<file path="src/rtl/carbon_mmio_hub.sv">
// MMIO slave register block: byte-writable signature, sticky poweroff, buffered UART TX
// FIFO with overflow status, and a parametrised scratch bank behind a one-outstanding handshake.
module carbon_mmio_hub #(
    parameter logic [31:0] BASE_ADDR       = 32'h0000_F000,
    parameter int unsigned ADDR_W          = 32,
    parameter int unsigned DATA_W          = 32,
    parameter int unsigned ID_W            = 4,
    parameter logic [31:0] SIGNATURE_RESET = 32'h0,
    parameter int unsigned RESP_LATENCY    = 0,
    parameter int unsigned TX_FIFO_DEPTH   = 8,
    parameter int unsigned NUM_SCRATCH     = 4
) (
    input  logic              clk,
    input  logic              rst_n,
    input  logic              req_valid,
    output logic              req_ready,
    input  logic [ADDR_W-1:0] req_addr,
    input  logic              req_write,
    input  logic [DATA_W-1:0] req_wdata,
    input  logic [3:0]        req_wstrb,
    input  logic [ID_W-1:0]   req_id,
    output logic              rsp_valid,
    input  logic              rsp_ready,
    output logic [DATA_W-1:0] rsp_rdata,
    output logic              rsp_err,
    output logic [ID_W-1:0]   rsp_id,
    output logic [31:0]       signature,
    output logic              poweroff,
    output logic              uart_tx_valid,
    input  logic              uart_tx_ready,
    output logic [7:0]        uart_tx_data
);

    localparam int unsigned PTR_W = $clog2(TX_FIFO_DEPTH);
    localparam int unsigned CNT_W = PTR_W + 1;
    localparam int unsigned SCR_N = (NUM_SCRATCH > 0) ? NUM_SCRATCH : 1;
    localparam logic [CNT_W-1:0] DEPTH_C  = CNT_W'(TX_FIFO_DEPTH);
    localparam logic [2:0]       LAT_LOAD = 3'(RESP_LATENCY - 1);

    typedef enum logic [1:0] {ST_IDLE, ST_WAIT, ST_RESP} state_e;

    state_e              state_q, state_d;
    logic [2:0]          lat_q, lat_d;
    logic                req_ready_q, req_ready_d;
    logic                rsp_valid_q, rsp_valid_d;
    logic [DATA_W-1:0]   rsp_rdata_q, rsp_rdata_d;
    logic                rsp_err_q, rsp_err_d;
    logic [ID_W-1:0]     rsp_id_q, rsp_id_d;
    logic [31:0]         sig_q, sig_d;
    logic                poweroff_q, poweroff_d;
    logic                ovf_q, ovf_d;
    logic [PTR_W-1:0]    wr_ptr_q, wr_ptr_d;
    logic [PTR_W-1:0]    rd_ptr_q, rd_ptr_d;
    logic [CNT_W-1:0]    count_q, count_d;
    logic [7:0]          mem_q [TX_FIFO_DEPTH];
    logic [7:0]          mem_d [TX_FIFO_DEPTH];
    logic                tx_valid_q, tx_valid_d;
    logic [7:0]          tx_data_q, tx_data_d;
    logic [31:0]         scratch_q [SCR_N];
    logic [31:0]         scratch_d [SCR_N];

    logic [5:0]  word_c;
    logic        accept_c, wr_en_c, hit_c;
    logic [31:0] rd_c;
    logic        full_c, empty_c, pop_c, push_req_c, push_c;
    logic        unused_c;

    assign unused_c = ^{req_addr[ADDR_W-1:8], req_addr[1:0], BASE_ADDR};

    function automatic logic [31:0] merge_bytes(input logic [31:0] old_v,
                                                input logic [31:0] new_v,
                                                input logic [3:0]  strb);
        logic [31:0] r;
        r = old_v;
        for (int b = 0; b < 4; b++) begin
            if (strb[b]) r[8*b +: 8] = new_v[8*b +: 8];
        end
        return r;
    endfunction

    // Decode, register side effects, FIFO bookkeeping and handshake FSM
    always_comb begin
        state_d     = state_q;
        lat_d       = lat_q;
        rsp_rdata_d = rsp_rdata_q;
        rsp_err_d   = rsp_err_q;
        rsp_id_d    = rsp_id_q;
        sig_d       = sig_q;
        poweroff_d  = poweroff_q;
        ovf_d       = ovf_q;
        scratch_d   = scratch_q;
        mem_d       = mem_q;
        hit_c       = 1'b0;
        rd_c        = 32'h0;
        push_req_c  = 1'b0;

        word_c   = req_addr[7:2];
        accept_c = (state_q == ST_IDLE) && req_valid;
        wr_en_c  = accept_c && req_write;
        full_c   = (count_q == DEPTH_C);
        empty_c  = (count_q == '0);
        pop_c    = tx_valid_q && uart_tx_ready;

        case (word_c)
            6'd0: begin
                hit_c = 1'b1;
                rd_c  = sig_q;
                if (wr_en_c) sig_d = merge_bytes(sig_q, req_wdata, req_wstrb);
            end
            6'd1: begin
                hit_c = 1'b1;
                rd_c  = {31'b0, poweroff_q};
                if (wr_en_c && req_wstrb[0] && req_wdata[0]) poweroff_d = 1'b1;
            end
            6'd2: begin
                hit_c      = 1'b1;
                push_req_c = wr_en_c && req_wstrb[0];
            end
            6'd3: begin
                hit_c = 1'b1;
                rd_c  = {16'b0, 8'(count_q), 5'b0, ovf_q, full_c, empty_c};
                if (wr_en_c && req_wstrb[0] && req_wdata[2]) ovf_d = 1'b0;
            end
            default: ;
        endcase

        for (int unsigned i = 0; i < SCR_N; i++) begin
            if (i < NUM_SCRATCH && {1'b0, word_c} == 7'(4 + i)) begin
                hit_c = 1'b1;
                rd_c  = scratch_q[i];
                if (wr_en_c) scratch_d[i] = merge_bytes(scratch_q[i], req_wdata, req_wstrb);
            end
        end

        // A full FIFO still takes the byte when the head leaves in the same cycle
        push_c = push_req_c && (!full_c || pop_c);
        if (push_req_c && !push_c) ovf_d = 1'b1;
        if (push_c) mem_d[wr_ptr_q] = req_wdata[7:0];

        wr_ptr_d   = wr_ptr_q + PTR_W'(push_c);
        rd_ptr_d   = rd_ptr_q + PTR_W'(pop_c);
        count_d    = count_q + CNT_W'(push_c) - CNT_W'(pop_c);
        tx_valid_d = (count_d != '0);
        tx_data_d  = tx_valid_d ? mem_d[rd_ptr_d] : tx_data_q;

        case (state_q)
            ST_IDLE: begin
                if (req_valid) begin
                    rsp_id_d    = req_id;
                    rsp_err_d   = !hit_c;
                    rsp_rdata_d = (!req_write && hit_c) ? rd_c : 32'h0;
                    if (RESP_LATENCY > 0) begin
                        state_d = ST_WAIT;
                        lat_d   = LAT_LOAD;
                    end else begin
                        state_d = ST_RESP;
                    end
                end
            end
            ST_WAIT: begin
                if (lat_q == 3'd0) state_d = ST_RESP;
                else               lat_d   = lat_q - 3'd1;
            end
            ST_RESP: begin
                if (rsp_ready) state_d = ST_IDLE;
            end
            default: state_d = ST_IDLE;
        endcase

        req_ready_d = (state_d == ST_IDLE);
        rsp_valid_d = (state_d == ST_RESP);
    end

    always_ff @(posedge clk or negedge rst_n) begin
        if (!rst_n) begin
            state_q     <= ST_IDLE;
            lat_q       <= 3'd0;
            req_ready_q <= 1'b1;
            rsp_valid_q <= 1'b0;
            rsp_rdata_q <= '0;
            rsp_err_q   <= 1'b0;
            rsp_id_q    <= '0;
            sig_q       <= SIGNATURE_RESET;
            poweroff_q  <= 1'b0;
            ovf_q       <= 1'b0;
            wr_ptr_q    <= '0;
            rd_ptr_q    <= '0;
            count_q     <= '0;
            tx_valid_q  <= 1'b0;
            tx_data_q   <= 8'h0;
            for (int i = 0; i < TX_FIFO_DEPTH; i++) mem_q[i] <= 8'h0;
            for (int i = 0; i < SCR_N; i++) scratch_q[i] <= 32'h0;
        end else begin
            state_q     <= state_d;
            lat_q       <= lat_d;
            req_ready_q <= req_ready_d;
            rsp_valid_q <= rsp_valid_d;
            rsp_rdata_q <= rsp_rdata_d;
            rsp_err_q   <= rsp_err_d;
            rsp_id_q    <= rsp_id_d;
            sig_q       <= sig_d;
            poweroff_q  <= poweroff_d;
            ovf_q       <= ovf_d;
            wr_ptr_q    <= wr_ptr_d;
            rd_ptr_q    <= rd_ptr_d;
            count_q     <= count_d;
            tx_valid_q  <= tx_valid_d;
            tx_data_q   <= tx_data_d;
            mem_q       <= mem_d;
            scratch_q   <= scratch_d;
        end
    end

    assign req_ready     = req_ready_q;
    assign rsp_valid     = rsp_valid_q;
    assign rsp_rdata     = rsp_rdata_q;
    assign rsp_err       = rsp_err_q;
    assign rsp_id        = rsp_id_q;
    assign signature     = sig_q;
    assign poweroff      = poweroff_q;
    assign uart_tx_valid = tx_valid_q;
    assign uart_tx_data  = tx_data_q;

endmodule

</file>
<file path="config.mk">
export PLATFORM = sky130hd
export DESIGN_NAME = carbon_mmio_hub
export DESIGN_NICKNAME = d
export VERILOG_FILES = /design/src/rtl/carbon_mmio_hub.sv
export SDC_FILE = /design/constraint.sdc
export NUM_CORES = 1
export LEC_CHECK = 0
export ABC_AREA = 1
export CORE_MARGIN = 2
export CORE_UTILIZATION = 47
export CTS_CLUSTER_SIZE = 16
export DETAILED_ROUTE_END_ITERATION = 6
export PLACE_DENSITY = 0.75
export SLEW_MARGIN = 20
export SYNTH_ARGS = -nofsm -noshare
export SYNTH_HDL_FRONTEND = slang
export SYNTH_SLANG_ARGS = --single-unit
</file>
<file path="constraint.sdc">
create_clock -name clk -period 3.2 [get_ports clk]
set_input_delay 0.32 -clock clk [delete_from_list [all_inputs] [get_ports clk]]
set_output_delay 0.32 -clock clk [all_outputs]
set_load 0.05 [all_outputs]
</file>
Word level (Yosys, flattened, before mapping):

Cells that the tools add are included.

* flip-flop bits (word level): 289
* latch bits: 0
* RAM bits: 0
* bits in read-only memories: 0
* input port bits: 78
* output and inout port bits: 81
* word-level logic and storage cells: 138
* memories kept: 0

* $add $sub $neg: 5
* $mul: 0
* div/mod/pow operators: 0
* order comparisons: 3
* equal/unequal tests: 11
* shift-type cells: 0
* mux-type cells: 26
* bitwise operators: 3
* reductions and logical operators: 48

Operators with widths (number)
* $mux 32: 5
* $pmux 32 s3: 1
* $bwmux 64: 1
* $mux 64: 1
* $reduce_and 3->1: 20
* $bmux 8 s3: 1
* $demux 8 s3: 1
* $eq 6x3->1 const B: 4
* $mux 8: 3
* $eq 6x2->1 const B: 2
* $logic_and 1x1->1: 10
* $mux 1: 9
* $ge 4x4->1 const B: 2
* $not 3->4: 2
* $reduce_and 2->1: 4
* $add 3x1->3: 2
* $eq 6x1->1 const B: 1
* $logic_not 6->1: 1
* $mux 2: 3
* $pmux 2 s3: 1
* $add 4x1->4: 1
* $eq 2x2->1 const B: 2
* $eq 4x4->1 const B: 1
* $logic_not 1->1: 4
* 12 further kinds: 14

Logic depth before layout (Yosys ltp):

Gate-level depths: netlist of run 1.

* word-level depth: 10
* mapped depth: 19
* depth with buffers taken out: 17

Worst setup path before layout of run 1:

No wires, ideal clock.

* path type: register -> register
* from: register tx_valid_q (netlist: uart_tx_valid)
* to: register tx_data_q[0] (netlist: uart_tx_data[0])
* setup time: 0.066 ns
* arrival time: 2.925 ns
* slack: 0.209 ns
* cell stages (with the launch flop): 18
* clock period less this slack: 2.991 ns
* cell sequence: dfrtp_1 > nand2_1 > nand4_1 > nand3_2 > buf_6 > buf_2 > inv_1 > nand2_1 > nand2_1 > ha_1 > inv_1 > fa_1 > inv_1 > nor3_1 > nand3_1 > inv_1 > nand2_1 > nand2_1

* elaborated cells on any way between the ends: 12
* classes of those cells: 3 x add/sub; 4 x mux; 1 x bitwise; 4 x reduce/logical

RTL lines
* start: declaration: RTL line 57 `logic tx_valid_q, tx_valid_d;`
* start signal: assignment: RTL line 207 `tx_valid_q <= tx_valid_d;`
* $logic_and 1x1->1 (*): RTL line 102 `pop_c = tx_valid_q && uart_tx_ready;`
* $logic_or 1x1->1: RTL line 136 `push_c = push_req_c && (!full_c || pop_c);`
* $logic_and 1x1->1: RTL line 136
* $add 4x1->4: RTL line 142 `count_d = count_q + CNT_W'(push_c) - CNT_W'(pop_c);`
* $sub 4x1->4 (*): RTL line 142
* named net count_d[1]: RTL line 54 `logic [CNT_W-1:0] count_q, count_d;`
* $reduce_bool 4->1 (*): RTL line 143 `tx_valid_d = (count_d != '0);`
* named net tx_valid_d: RTL line 57
* end signal: assignment: RTL line 208 `tx_data_q <= tx_data_d;`
* end: declaration: RTL line 58 `logic [7:0] tx_data_q, tx_data_d;`

The timed path passes the listed nets; every way through them passes the cells marked *. The select of a mux whose other input is x is not followed.
A chain may end at the register's enable or synchronous reset.

Final worst setup path of run 1:

* from: register state_q[1]
* to: register tx_data_q[4] (netlist: uart_tx_data[4])

* elaborated cells on any way between the ends: 13
* classes of those cells: 2 x add/sub; 5 x mux; 6 x reduce/logical

RTL lines
* start: declaration: RTL line 42 `state_e state_q, state_d;`
* start signal: assignment: RTL line 194 `state_q <= state_d;`
* $logic_not 2->1: RTL line 98 `accept_c = (state_q == ST_IDLE) && req_valid;`
* $logic_and 1x1->1: RTL line 98
* $logic_and 1x1->1: RTL line 99 `wr_en_c = accept_c && req_write;`
* $logic_and 1x1->1: RTL line 117 `push_req_c = wr_en_c && req_wstrb[0];`
* $mux 1: RTL line 104 `case (word_c)`
* $logic_and 1x1->1: RTL line 136
* $add 4x1->4: RTL line 142
* $sub 4x1->4: RTL line 142
* named net count_d[1]: RTL line 54
* $reduce_bool 4->1: RTL line 143
* named net tx_valid_d: RTL line 57

The timed path passes the listed nets, and every way through them passes these cells. The select of a mux whose other input is x is not followed.

==> results of run 1 <==
## logic make-up (layout without fill, tap and decap cells)
group                      Yosys count  in the layout  synth area share
adders and majority gates           12             12           0.01181
DFF                                289            289            0.5420
xor gates and xnor gates             5              5          0.003282
AOI/OAI and AO/OA                  325            325            0.1286
and+or+nand+nor                    827            827            0.2628
buffers and inverters              162            300           0.05147
## through the flow
stage / cells / hold WS, ns / utilization / instance area, sq um / setup WS (ns)
2_1_floorplan: 1620 / 0.02441 / - / 13350 / 0.2094
5_1_grt: 2136 / 0.3191 / 0.5773 / 16080 / 0.08992
3_5_place_dp: 2079 / 0.4051 / 0.5415 / 15090 / -0.06706
4_1_cts: 2136 / 0.3109 / 0.5773 / 16080 / 0.3642
6_report: 2136 / 0.3249 / 0.5773 / 16080 / 0.3670
3_3_place_gp: 2079 / 0.3975 / 0.5415 / 15090 / 0.06601
## routing by layer
metal,routed length [microns],up-vias,track usage,share of wire
li1,-,5633,-,-
met1,16270,5666,0.3604,0.45
met2,15920,520,0.3698,0.44
met3,3232,51,0.04642,0.090
met4,611,0,0.05520,0.017
met5,0,-,0,0
## sequential cells by signal, indices dropped and copies added (netlist names), 2 cells and up
register      count
mem_q            64
rsp_rdata        32
lat_q             3
count_q           4
rd_ptr_q          3
scratch_q       128
state_q           2
signature        32
wr_ptr_q          3
uart_tx_data      8
rsp_id            4
## path summary, 6_finish.rpt
| kind | start | slack (ns) | endpoint | cells past startpoint |
|---|---|---|---|---|
| min in group asynchronous | rst_n | 0.39 | scratch_q[20] | 2 |
| max in group asynchronous | rst_n | 1.89 | req_ready | 3 |
| min | req_id[0] | 0.32 | rsp_id[0] | 3 |
| max reg2reg | state_q[1] | 0.37 | uart_tx_data[4] | 16 |
| max | state_q[1] | 0.37 | uart_tx_data[4] | 16 |
| min reg2reg | lat_q[0] | 0.47 | lat_q[0] | 1 |
## cell usage after synthesis, types with 3 or more instances
cell,number
nor2_1,17
o211ai_1,6
nand3_1,226
dfrtp_1,288
nor2_4,4
xnor2_1,3
nand4_1,12
inv_1,64
inv_2,3
nand3_2,3
buf_1,6
buf_6,6
o21ai_0,226
a211oi_1,24
nor2_2,4
or2_2,3
buf_2,24
o21ai_1,46
a21oi_1,17
nand2_1,550
ha_1,11
clkbuf_1,56
nor3_1,3
## power by group through the flow
stage / Sequential [W] / Clock (W) / Combinational (W)
floorplan: 0.00429 / 0 / 0.00125
global placement: 0.00404 / 0 / 0.00233
detailed placement: 0.00404 / 0 / 0.00237
CTS: 0.00398 / 0.00351 / 0.00238
global route: 0.00400 / 0.00367 / 0.00263
finish: 0.00398 / 0.00347 / 0.00239
## area by class of cell
cell class	instances	area, sq um
well taps	378	473.0
clock inverters	8	67.56
fillers	2431	11780
multi-input cells	1169	5441
flip-flops and latches	289	7233
repair buffers	175	1689
inverters	69	259.0
clock buffers	48	919.6
## cells in the final DEF, fill, tap and decap left out, types with 4 or more instances in the layout
cell,instances
o211ai_1,6
nor2_1,16
clkbuf_1,9
ha_1,11
o21ai_0,226
buf_4,39
a21oi_1,17
clkdlybuf4s50_1,131
nand3_1,226
clkbuf_16,31
nor2_2,4
nand4_1,12
nor2_4,5
clkinv_2,6
nand2_1,550
a211oi_1,24
o21ai_1,46
inv_1,64
clkbuf_8,8
dfrtp_1,288
## worst min-delay path: stages
cell and delay, ns:
clkdlybuf4s50_1 0.40, nand2_1 0.06, nand2_1 0.05
## repair_timing
item / 4_1_cts / 5_1_grt
hold buffers: 1 / 0
gates resized for setup: 0 / 0
buffers inserted: 0 / 0
hold endpoints to repair: 92 / 0
==> qor.txt, run 1 <==
outcome: finished with violations
violated checks: DRC
CP Data Required Time: 3.65 ns
worst path cell trace: nor2_2, nand4_1, nor2_4, nor2_1, inv_1, nand2_1, ha_1, inv_1, fa_1, inv_1, nor3_1, nand3_1, buf_4, inv_1, nand2_1, nand2_1
Leakage: 7.638 nW
Cells after Synth: 1620
Setup crit start kind: register
Max Fclk: 353.0 MHz
final slew viol count: 0
Total Neg Setup Slack: 0 ns
RSZ-0062 raised after global routing: false
largest net degree at the start of global routing: 96
# diodes: 0
MaxCap Viol Count: 0
leading area contributor after synthesis: dfrtp_1
crit path time final: 2.833 ns
Setup Viol. Count Final: 0
Cell Pwr Density: 611.4 nW/um^2
drt initial violations: 1106
post-synthesis sequential area ratio: 0.5420
vias in the first global route: 11420
Area Growth Syn to Fin: 20.51%
yosys warns: 0
ys async rst share: 1.000
worst skew pair latency: 0.56 ns
total core area: 27860 sq um
Setup Skew: 0.01890 ns
VDD IR-drop max: 0.0004305 V
Bufs and invs on worst path: 5
CTS max path bufs: 3
vias: 11870
CP delay by family, top: simple AND/OR/NAND/NOR gates
DP Wirelength: 23.07 mm
Switching Power: 0.003126 W
cell repeated most along the worst path: inv_1
Sequential Power Share: 0.405
1st-pass router iterations: 7
NumNets Final: 1824
switch share: 0.3179
P_int: 0.006707 W
Gate power share: 0.243
CP peak stage delay: 0.42 ns
top_reg_cell synth: dfrtp_1
Mapped Nets: 1710
Total Die Area: 29760 sq um
post-synthesis cell type count: 37
Power Total: 0.009833 W
Post-Syn Area per Cell: 8.238 sq um
Critical Path Fanout Max: 10
Site Rows: 61
Routed Antenna Nets: 0
Yosys top cell area share: 0.5400
H-tree depth: 1
gr usage total: 0.2427
Die Span Y: 172.5 microns
Die W: 172.5 microns
share of cells above drive strength 1: 0.06371
RePlAce Congestion: 0.8603
TritonCTS clock tree: done
GRT overflow: 0
CTS sink count: 289
Post-Synthesis Cell Area: 13350 sq um
Worst setup EP type: register
final period utilization: 0.8853
initial antenna violation count: 0
Rel. slew slack: 0.5028
top cells by area, synth: dfrtp_1 (54%), nand2_1 (15%), nand3_1 (8.5%)
Crit Path Class: reg -> reg
clk slew on worst S/H paths: 0.06 ns
# IOs: 159
Tightest Pin Transition: 0.7458 ns
initial core utilization: 0.4790
final hold violation count: 0
Detailed Route WL: 36.03 mm
routed len/inst: 16.87 microns
clock share of power: 0.352
global-route wire length before repair: 59.83 mm
Hold Crit Class: in -> reg
worst path arrival time: 3.28 ns
Slowest-stage cell, CP: fa_1
PortBufs: 132
DRC violations left: 4
CTS Root Cell: clkbuf_16
Yosys reg bits: 289
vias per cell: 5.557
cts bufs inserted: 30
number of enable flip-flop cells after synthesis: 0
(Power assumes the default switching activity.)
==> run 2: changes to the inputs <==
--- a/config.mk
+++ b/config.mk
@@ -7,10 +7,10 @@
 export LEC_CHECK = 0
 export ABC_AREA = 1
 export CORE_MARGIN = 2
-export CORE_UTILIZATION = 47
+export CORE_UTILIZATION = 45
 export CTS_CLUSTER_SIZE = 16
 export DETAILED_ROUTE_END_ITERATION = 6
-export PLACE_DENSITY = 0.75
+export PLACE_DENSITY = 0.73
 export SLEW_MARGIN = 20
 export SYNTH_ARGS = -nofsm -noshare
 export SYNTH_HDL_FRONTEND = slang
==> qor.txt, run 2 (synthesis gave the netlist of run 1 again) <==
Critical Path Fanout Max: 9 (-1)
most common cell after layout, fill and taps aside: nand2_1
Detailed Route WL: 36.42 mm (+1.1%)
Fillers: 2647 (+8.9%)
final slew viol count: 0 (unchanged)
VDD IR-drop max: 0.0005139 V (+19%)
global-route wire length before repair: 59.12 mm (-1.2%)
CP peak stage delay: 0.50 ns (+0.08 ns)
routed len/inst: 16.93 microns (+0.37%)
RR Startpoint: state_q[1]
# IOs: 159 (unchanged)
CTS sink count: 289 (unchanged)
CP delay by family, top: simple AND/OR/NAND/NOR gates
initial antenna violation count: 0 (unchanged)
post_cts resized: 0 (unchanged)
Setup Viol. Count Final: 0 (unchanged)
NumNets Final: 1826 (+0.11%)
outcome: completed
largest net degree at the start of global routing: 93 (-3.1%)
Die Span Y: 176.2 microns (+2.1%)
CTS max path bufs: 3 (unchanged)
most frequent cells in the layout: nand2_1 (550), dfrtp_1 (288), nand3_1 (226), o21ai_0 (226), clkdlybuf4s50_1 (131)
vias: 11880 (+0.059%)
# diodes: 0 (unchanged)
Area Growth Syn to Fin: 21.57%
Routed Antenna Nets: 0 (unchanged)
Total Neg Setup Slack: 0 ns (unchanged)
Setup Skew: 0.01196 ns (-0.006932 ns)
Site Rows: 63 (+3.3%)
gr usage total: 0.2351 (-0.007653)
Top Registers: scratch_q: 128 flops, mem_q: 64 flops
Total Die Area: 31050 sq um (+4.3%)
pre-CTS setup slack: 0.02794 ns (+0.09500 ns)
Hold Crit Start: req_id[3]
PortBufs: 132 (unchanged)
Cell Pwr Density: 626.9 nW/um^2 (+2.5%)
Max Fclk: 358.3 MHz (+1.5%)
CTS Root Cell: clkbuf_16
initial core utilization: 0.4539 (-0.02516)
RSZ-0062 raised after global routing: false
Final Worst Setup Slack: 0.4088 ns (+0.04179 ns)
Hold Crit Class: in -> reg
final hold violation count: 0 (unchanged)
RePlAce Congestion: 0.8371 (-2.7%)
Tightest Pin Transition: 0.7525 ns (+0.006668 ns)
cts bufs inserted: 31 (+3.3%)
H-tree depth: 1 (unchanged)
drt initial violations: 1241 (+12%)
Worst Setup SP: state_q[1]
TritonCTS clock tree: done
final period utilization: 0.8722 (-0.01306)
Final Util: 0.5518 (-0.02551)
vias per cell: 5.522 (-0.64%)
vias in the first global route: 11110 (-2.7%)
Top reg by flops: scratch_q
DP Wirelength: 23.69 mm (+2.7%)
Die W: 176.2 microns (+2.1%)
worst skew pair latency: 0.57 ns (about the same)
Setup crit start kind: register
crit path time final: 2.791 ns (-0.04179 ns)
MaxCap Viol Count: 0 (unchanged)
share of cells above drive strength 1: 0.06871 (+0.005002)
Crit Path Class: reg -> reg
1st-pass router iterations: 5 (-2)
number of flip-flops in the largest register: 128 (unchanged)
worst path arrival time: 3.30 ns (+0.02 ns)
clk slew on worst S/H paths: 0.07 ns (about the same)
total core area: 29400 sq um (+5.5%)
Worst setup EP type: register
DRC violations left: 0 (-4)
Leakage: 7.706 nW (+0.89%)
GRT overflow: 0 (unchanged)
Rel. slew slack: 0.4983 (-0.004445)
CP Data Required Time: 3.71 ns (+0.06 ns)
worst path cell trace: nor2_2, nand3_2, nor2_4, nand3_2, inv_1, nand2_1, nand2_1, ha_1, inv_1, fa_1, inv_1, nor3_1, nand3_1, buf_4, inv_1, nand2_1, nand2_1
Bufs and invs on worst path: 5 (unchanged)
Slowest-stage cell, CP: fa_1
-- run 2: cell count changes in the layout (fill, tap and decap cells not counted), moves of 2 or more --
cell       before  now
bufinv_16       1    4
clkinv_2        6    9
clkbuf_8        8    6
clkbuf_1        9    3
inv_8           0    2
-- run 2: final cells by class --
type	count	area (sq um)	share of cell area
multi-input cells	1169	5441	0.3354
inverters	69	259.0	0.01596
repair buffers	176	1709	0.1053
clock buffers	40	869.6	0.05360
clock inverters	18	224.0	0.01380
flip-flops and latches	289	7233	0.4458
well taps	390	488.0	0.03008
-- run 2: worst paths after layout --
check / end / slack, ns / cells past startpoint
worst max-delay path: uart_tx_data[6] / 0.41 / 17
worst min-delay path: rsp_id[3] / 0.29 / 3
worst max register to register: uart_tx_data[6] / 0.41 / 17
worst min register to register: lat_q[0] / 0.47 / 1
max in group asynchronous: mem_q[17] / 2.01 / 3
min in group asynchronous: rsp_rdata[20] / 0.37 / 2
-- run 2: power by group --
group | internal, W | total, W | switching [W]
clock | 0.00226 | 0.00378 | 0.00153
sequential | 0.00386 | 0.00398 | 0.000122
combinational | 0.000821 | 0.00241 | 0.00159
total | 0.00694 | 0.0102 | 0.00324
-- run 2: timing repair --
action,4_1_cts,5_1_grt
hold buffers,1,0
endpoints found under the setup margin,0,0
setup buffers,0,0
hold endpoints to repair,86,0
-- run 2: metal layers --
metal | vias up | track usage | wire length (microns)
li1 | 5636 | - | -
met3 | 51 | 0.04156 | 3220
met2 | 524 | 0.3623 | 16170
met4 | 0 | 0.05406 | 603
met5 | - | 0 | 0
met1 | 5666 | 0.3479 | 16420
-- run 2: per-stage QoR --
stage                     hold slack [ns]  power (W)  area [sq um]  instances
after floorplan                   0.02441   0.005542         13350       1620
after global placement             0.3944   0.006386         15120       2092
after detailed placement           0.3953   0.006439         15120       2092
after CTS                          0.2841    0.01021         16220       2151
after global routing               0.2946    0.01065         16220       2151
final                              0.2878    0.01017         16220       2151
-- run 2: worst min-delay path: stages --
cell             delay [ns]
clkdlybuf4s50_1        0.39
nand2_1                0.06
nand2_1                0.05
==> variant 1: new RTL, config.mk and constraints of run 2 <==
Re-encode `state_e` (3 states) as one-hot, 3 bits wide.
--- a/src/rtl/carbon_mmio_hub.sv
+++ b/src/rtl/carbon_mmio_hub.sv
@@ -38,5 +38,5 @@
     localparam logic [2:0]       LAT_LOAD = 3'(RESP_LATENCY - 1);
 
-    typedef enum logic [1:0] {ST_IDLE, ST_WAIT, ST_RESP} state_e;
+    typedef enum logic [2:0] {ST_IDLE = 3'b001, ST_WAIT = 3'b010, ST_RESP = 3'b100} state_e;
 
     state_e              state_q, state_d;
Function: same outputs for any inputs over 4 cycles, from zero or initial values and one cycle with rst_n low; so few cycles prove little.
==> variant 1 against run 2 <==
- total power rose by 6.2%
- worst hold slack improved by 0.0059 ns
- non-clock buffer count fell by 7
- cell area rose by 0.35%
- routed wire length rose by 0.99%
- area after synthesis rose by 0.70%
- worst setup slack got worse by 0.20 ns
- first-iteration DRC count fell by 6.1%
- sequential cell count rose by 1
- critical endpoint is now uart_tx_data[5]
- largest cell class unchanged
==> variant 1: results (changes against run 2) <==
[status]
result_of_the_run = completed

[yosys]
post_synth_inst_count = 1626  ; +0.37%
synth.net_count = 1715  ; +0.29%
synth.cells.most_frequent = 561 x sky130_fd_sc_hd__nand2_1, 288 x sky130_fd_sc_hd__dfrtp_1, 268 x sky130_fd_sc_hd__o21ai_0
yosys_warnings = 0  ; unchanged
synth-seq-area-share_pct = 54.0  ; -0.18 points
synth_cell_type_count = 34  ; -8.1%
synth.top_cells.by_area = sky130_fd_sc_hd__dfrtp_1 54%, sky130_fd_sc_hd__nand2_1 16%, sky130_fd_sc_hd__o21ai_0 10%, sky130_fd_sc_hd__nand3_1 5.8%, sky130_fd_sc_hd__nand4_1 3.7%
ys_dominant_reg_cell = sky130_fd_sc_hd__dfrtp_1

[placed_design]
placedCellCount = 2084  ; -0.38%
gp_congestion = 0.840  ; +0.33%
portBuffers = 132  ; unchanged
place_hpwl_um = 23500  ; -0.80%

[clock_tree]
root_buffer = sky130_fd_sc_hd__clkbuf_16
cts_max_path_buffers = 3  ; unchanged
worst_skew_pair.late_latency_ns = 0.57  ; about the same
clkSlewWorstSetupHoldPaths_ns = 0.06
cts_buffers = 31  ; unchanged

[timing]
finalHoldWorstSlack_ns = 0.294  ; +0.00591 ns
worstMarginPinSlew_ns = 0.788  ; +0.0352 ns
skew_ns = 0.0104  ; -0.00160 ns

[global_routing]
grt_pass1_vias = 11372  ; +2.3%
grt_pass1_wl_um = 59800  ; +1.1%
pin_count_of_the_biggest_net_entering_global_routing = 110  ; +18%
grt_util_all_layers_pct = 23.6  ; +0.11 points

[worst_setup_path]
crit_path_arrival_time_ns = 3.44  ; +0.14 ns
regToRegStartpoint = count_q[2]
rrSetupSlack_ns = 0.21  ; -0.20 ns
crit_fanout = 8  ; -1
cp_slowest_stage_delay_ns = 0.49
cpMaxStageDelayCell = sky130_fd_sc_hd__fa_1
largest_delay_contributor_family_on_the_critical_path = simple AND/OR/NAND/NOR gates

[drt]
routed_wire_length_per_instance_um = 17.2  ; +1.6%
drt_iter0_markers = 1165  ; -6.1%
drt_via_density = 5.62  ; +1.7%
vias = 12013  ; +1.1%
detailedRoute.firstPassIterationCount = 6  ; +1

[worst_hold_path]
min-delay-path-class = primary input to register
critical_hold_path_startpoint = req_id[1]

[layout]
design.final.nets = 1817  ; -0.49%
final_layout_size_suffix_gt1_share_pct = 6.40  ; -0.47 points
fillers = 2665  ; +0.68%
layout_top_registers = scratch_q x128, mem_q x64

[pwr]
p_leak_uw = 0.00767  ; -0.51%
ir_drop_mv = 0.486  ; -5.5%

-- variant 1: cell types whose count changed in the layout (fill, tap and decap cells not counted), sizes merged, moves of 4 or more --
cell,change
a22oi,+5
buf,-7
nand4,+68
nand2,+9
clkinv,-4
a21oi,-7
inv,-4
o21ai,-4
nand3,-72
-- variant 1: cells by family after synthesis --
kind of cell,Yosys count,share of synthesized area (%)
compound gates,320,12.7
xor+xnor,5,0.326
fa+ha+maj,11,1.08
buf+inv,168,5.08
flops,290,54.0
simple gates,832,26.8
-- variant 1: path summary, 6_finish.rpt --
kind	end	cells past startpoint
worst max-delay path	uart_tx_data[5]	18
worst min-delay path	rsp_id[1]	3
worst max register to register	uart_tx_data[5]	18
worst min register to register	lat_q[0]	1
max in group asynchronous	mem_q[20]	3
min in group asynchronous	rsp_rdata[20]	2
-- variant 1: layout make-up --
cell class | count | share of cell area, %
Sequential cell | 290 | 44.6
Multi-Input combinational cell | 1168 | 34.0
Timing Repair Buffer | 169 | 10.1
Clock buffer | 41 | 5.43
Tap cell | 390 | 3.00
Inverter | 68 | 1.57
Clock inverter | 13 | 1.29
-- variant 1: report_power, final --
group / internal, uW / switching (uW) / total, uW / leakage [uW]
Clock: 2330 / 1480 / 3820 / 0.000536
Sequential: 3950 / 187 / 4140 / 0.00398
Combinational: 923 / 1920 / 2850 / 0.00315
Total: 7210 / 3590 / 10800 / 0.00767
-- variant 1: metrics by stage --
step / TNS, ns / setup WS (ns) / total power (uW) / cell area [um2] / utilization, %
floorplan: 0 / 0.0761 / 5960 / 13400 / -
global placement: 0 / 0.00938 / 6900 / 15100 / 51.2
detailed placement: -0.223 / -0.0440 / 6960 / 15100 / 51.2
CTS: 0 / 0.0827 / 10800 / 16300 / 55.0
global route: -0.103 / -0.0312 / 11300 / 16300 / 55.1
finish: 0 / 0.211 / 10800 / 16300 / 55.1
-- variant 1: metal layers --
layer,wire length (um),part of all wire [%],up-vias,global-route usage (%)
li1,-,-,5693,-
met1,16000,43,5750,33.4
met2,17000,46,497,38.3
met3,2710,7.4,73,2.66
met4,1080,2.9,0,7.27
met5,0,0,-,0
-- variant 1: repair_timing --
action / 4_1_cts / 5_1_grt
hold buffers: 1 / 0
setup endpoints to repair: 8 / 8
resized for setup: 1 / 6
pin swaps: 0 / 0
hold endpoints to repair: 68 / 0
==> variant 2: new RTL, config.mk and constraints of run 2 <==
Made on the original files. Set the parameter `ID_W` to 6 (it was 4).
--- a/src/rtl/carbon_mmio_hub.sv
+++ b/src/rtl/carbon_mmio_hub.sv
@@ -5,5 +5,5 @@
     parameter int unsigned ADDR_W          = 32,
     parameter int unsigned DATA_W          = 32,
-    parameter int unsigned ID_W            = 4,
+    parameter int unsigned ID_W            = 6,
     parameter logic [31:0] SIGNATURE_RESET = 32'h0,
     parameter int unsigned RESP_LATENCY    = 0,
Ports: changed (resized req_id and rsp_id); port bits go from 159 to 163. The function was not compared with the original's and may differ.
==> variant 2 against run 2 <==
- cell area is 0.18% lower
- total power fell by 2.7%
- core utilization down 0.25 points
- area after synthesis grew 0.43%
- sequential cell count is 2 higher
- routed wire length increased by 0.82%
- worst setup slack got worse by 0.050 ns
- largest power group unchanged
==> variant 2: results (changes against run 2) <==
[global_routing]
grt_pass1_wl_um = 60500  ; +2.4%
grt_pass1_vias = 11530  ; +3.8%
grt_util_all_layers_pct = 24.1  ; +0.58 points
pin_count_of_the_biggest_net_entering_global_routing = 74  ; -20%

[pwr]
p_leak_uw = 0.00768  ; -0.35%
power_report.internal_total_uw = 6750  ; -2.7%
pg_seq_uw = 4020  ; +1%
ir_drop_mv = 0.419  ; -19%
clockNetworkPower_uw = 3470  ; -8.2%

[layout]
design.final.nets = 1839  ; +0.71%
final_layout_size_suffix_gt1_share_pct = 5.94  ; -0.93 points
fillers = 2695  ; +1.8%

[worst_hold_path]
min-delay-path-class = primary input to async pin

[placed_design]
gp_congestion = 0.872  ; +4.2%
place_hpwl_um = 23900  ; +0.98%

[yosys]
synth.top_cells.by_area = sky130_fd_sc_hd__dfrtp_1 54%, sky130_fd_sc_hd__nand2_1 16%, sky130_fd_sc_hd__o21ai_0 9.3%, sky130_fd_sc_hd__nand3_1 8.5%, sky130_fd_sc_hd__inv_1 1.8%
synth-seq-area-share_pct = 54.3  ; +0.14 points
synth.cells.most_frequent = 555 x sky130_fd_sc_hd__nand2_1, 290 x sky130_fd_sc_hd__dfrtp_1, 248 x sky130_fd_sc_hd__o21ai_0
synth.net_count = 1719  ; +0.53%

[worst_setup_path]
rrSetupSlack_ns = 0.36  ; -0.05 ns
crit_path_arrival_time_ns = 3.33  ; +0.03 ns
crit_fanout = 10  ; +1
crit-reg2reg-capture = uart_tx_data[5]

[timing]
skew_ns = 0.0121  ; +0.000161 ns
finalHoldWorstSlack_ns = 0.300  ; +0.0117 ns
worst_slew_margin_rel_pct = 51.5  ; +1.7 points

[status]
result_of_the_run = completed

[drt]
drt_via_density = 5.48  ; -0.72%
drt_iter0_markers = 1180  ; -4.9%
routed_wire_length_per_instance_um = 17.0  ; +0.54%

-- variant 2: area by class of cell --
class	instances	area [um2]	share of cell area [%]
inverters	69	259	1.60
clock inverters	7	87.6	0.541
repair buffers	180	1740	10.7
well taps	390	488	3.01
flip-flops and latches	291	7280	45.0
multi-input cells	1174	5460	33.7
clock buffers	46	882	5.45
-- variant 2: worst max path at each step --
stage                   from         endpoint  slack [ns]
2_1_floorplan  uart_tx_valid  uart_tx_data[0]        0.18
3_3_place_gp     req_addr[7]  uart_tx_data[0]        0.05
3_5_place_dp     req_addr[7]  uart_tx_data[5]       -0.07
6_report          state_q[1]  uart_tx_data[5]        0.36
5_1_grt           state_q[1]  uart_tx_data[6]        0.09
4_1_cts           state_q[1]  uart_tx_data[5]        0.27
-- variant 2: kinds of logic after synthesis --
kind of cell | count (synthesis) | synth area share (%)
xor+xnor | 5 | 0.327
fa+ha+maj | 12 | 1.18
simple gates | 831 | 26.2
flops | 291 | 54.3
buf+inv | 162 | 5.15
compound gates | 326 | 12.8
-- variant 2: per-stage QoR --
step	util, %	setup WS (ns)	cells	area (um2)	TNS (ns)
final	54.9	0.359	2157	16200	0
after global routing	54.9	0.0890	2157	16200	0
after CTS	54.9	0.269	2157	16200	0
after detailed placement	51.6	-0.0658	2103	15200	-0.423
after global placement	51.6	0.0512	2103	15200	0
after floorplan	-	0.180	1627	13400	0
-- variant 2: what timing repair did --
action                     4_1_cts  5_1_grt
hold buffers                     1        0
buffers inserted                 0        0
hold endpoints to repair        64        0
setup endpoints to repair        0        1
gates resized for setup          0        1
-- variant 2: per-layer routing --
metal / track usage, % / vias up / part of all wire, %
met1: 35.0 / 5635 / 46
met4: 6.89 / 0 / 2.1
li1: - / 5655 / -
met2: 37.3 / 466 / 45
met3: 4.11 / 68 / 7.4
met5: 0 / - / 0
-- variant 2: worst max-delay path, cell delays in order, from the launching register on --
cell                      delay (ns)
sky130_fd_sc_hd__dfrtp_1        0.43
sky130_fd_sc_hd__nor2_4         0.17
sky130_fd_sc_hd__nand3_2        0.12
sky130_fd_sc_hd__nor2_4         0.18
sky130_fd_sc_hd__nand3_2        0.09
sky130_fd_sc_hd__inv_1          0.08
sky130_fd_sc_hd__nand2_1        0.05
sky130_fd_sc_hd__nand2_1        0.07
sky130_fd_sc_hd__ha_1           0.13
sky130_fd_sc_hd__inv_1          0.06
sky130_fd_sc_hd__fa_1           0.50
sky130_fd_sc_hd__inv_1          0.05
sky130_fd_sc_hd__nor3_1         0.18
sky130_fd_sc_hd__nand3_1        0.10
sky130_fd_sc_hd__buf_4          0.18
sky130_fd_sc_hd__inv_1          0.21
sky130_fd_sc_hd__nand2_1        0.10
sky130_fd_sc_hd__nand2_1        0.07
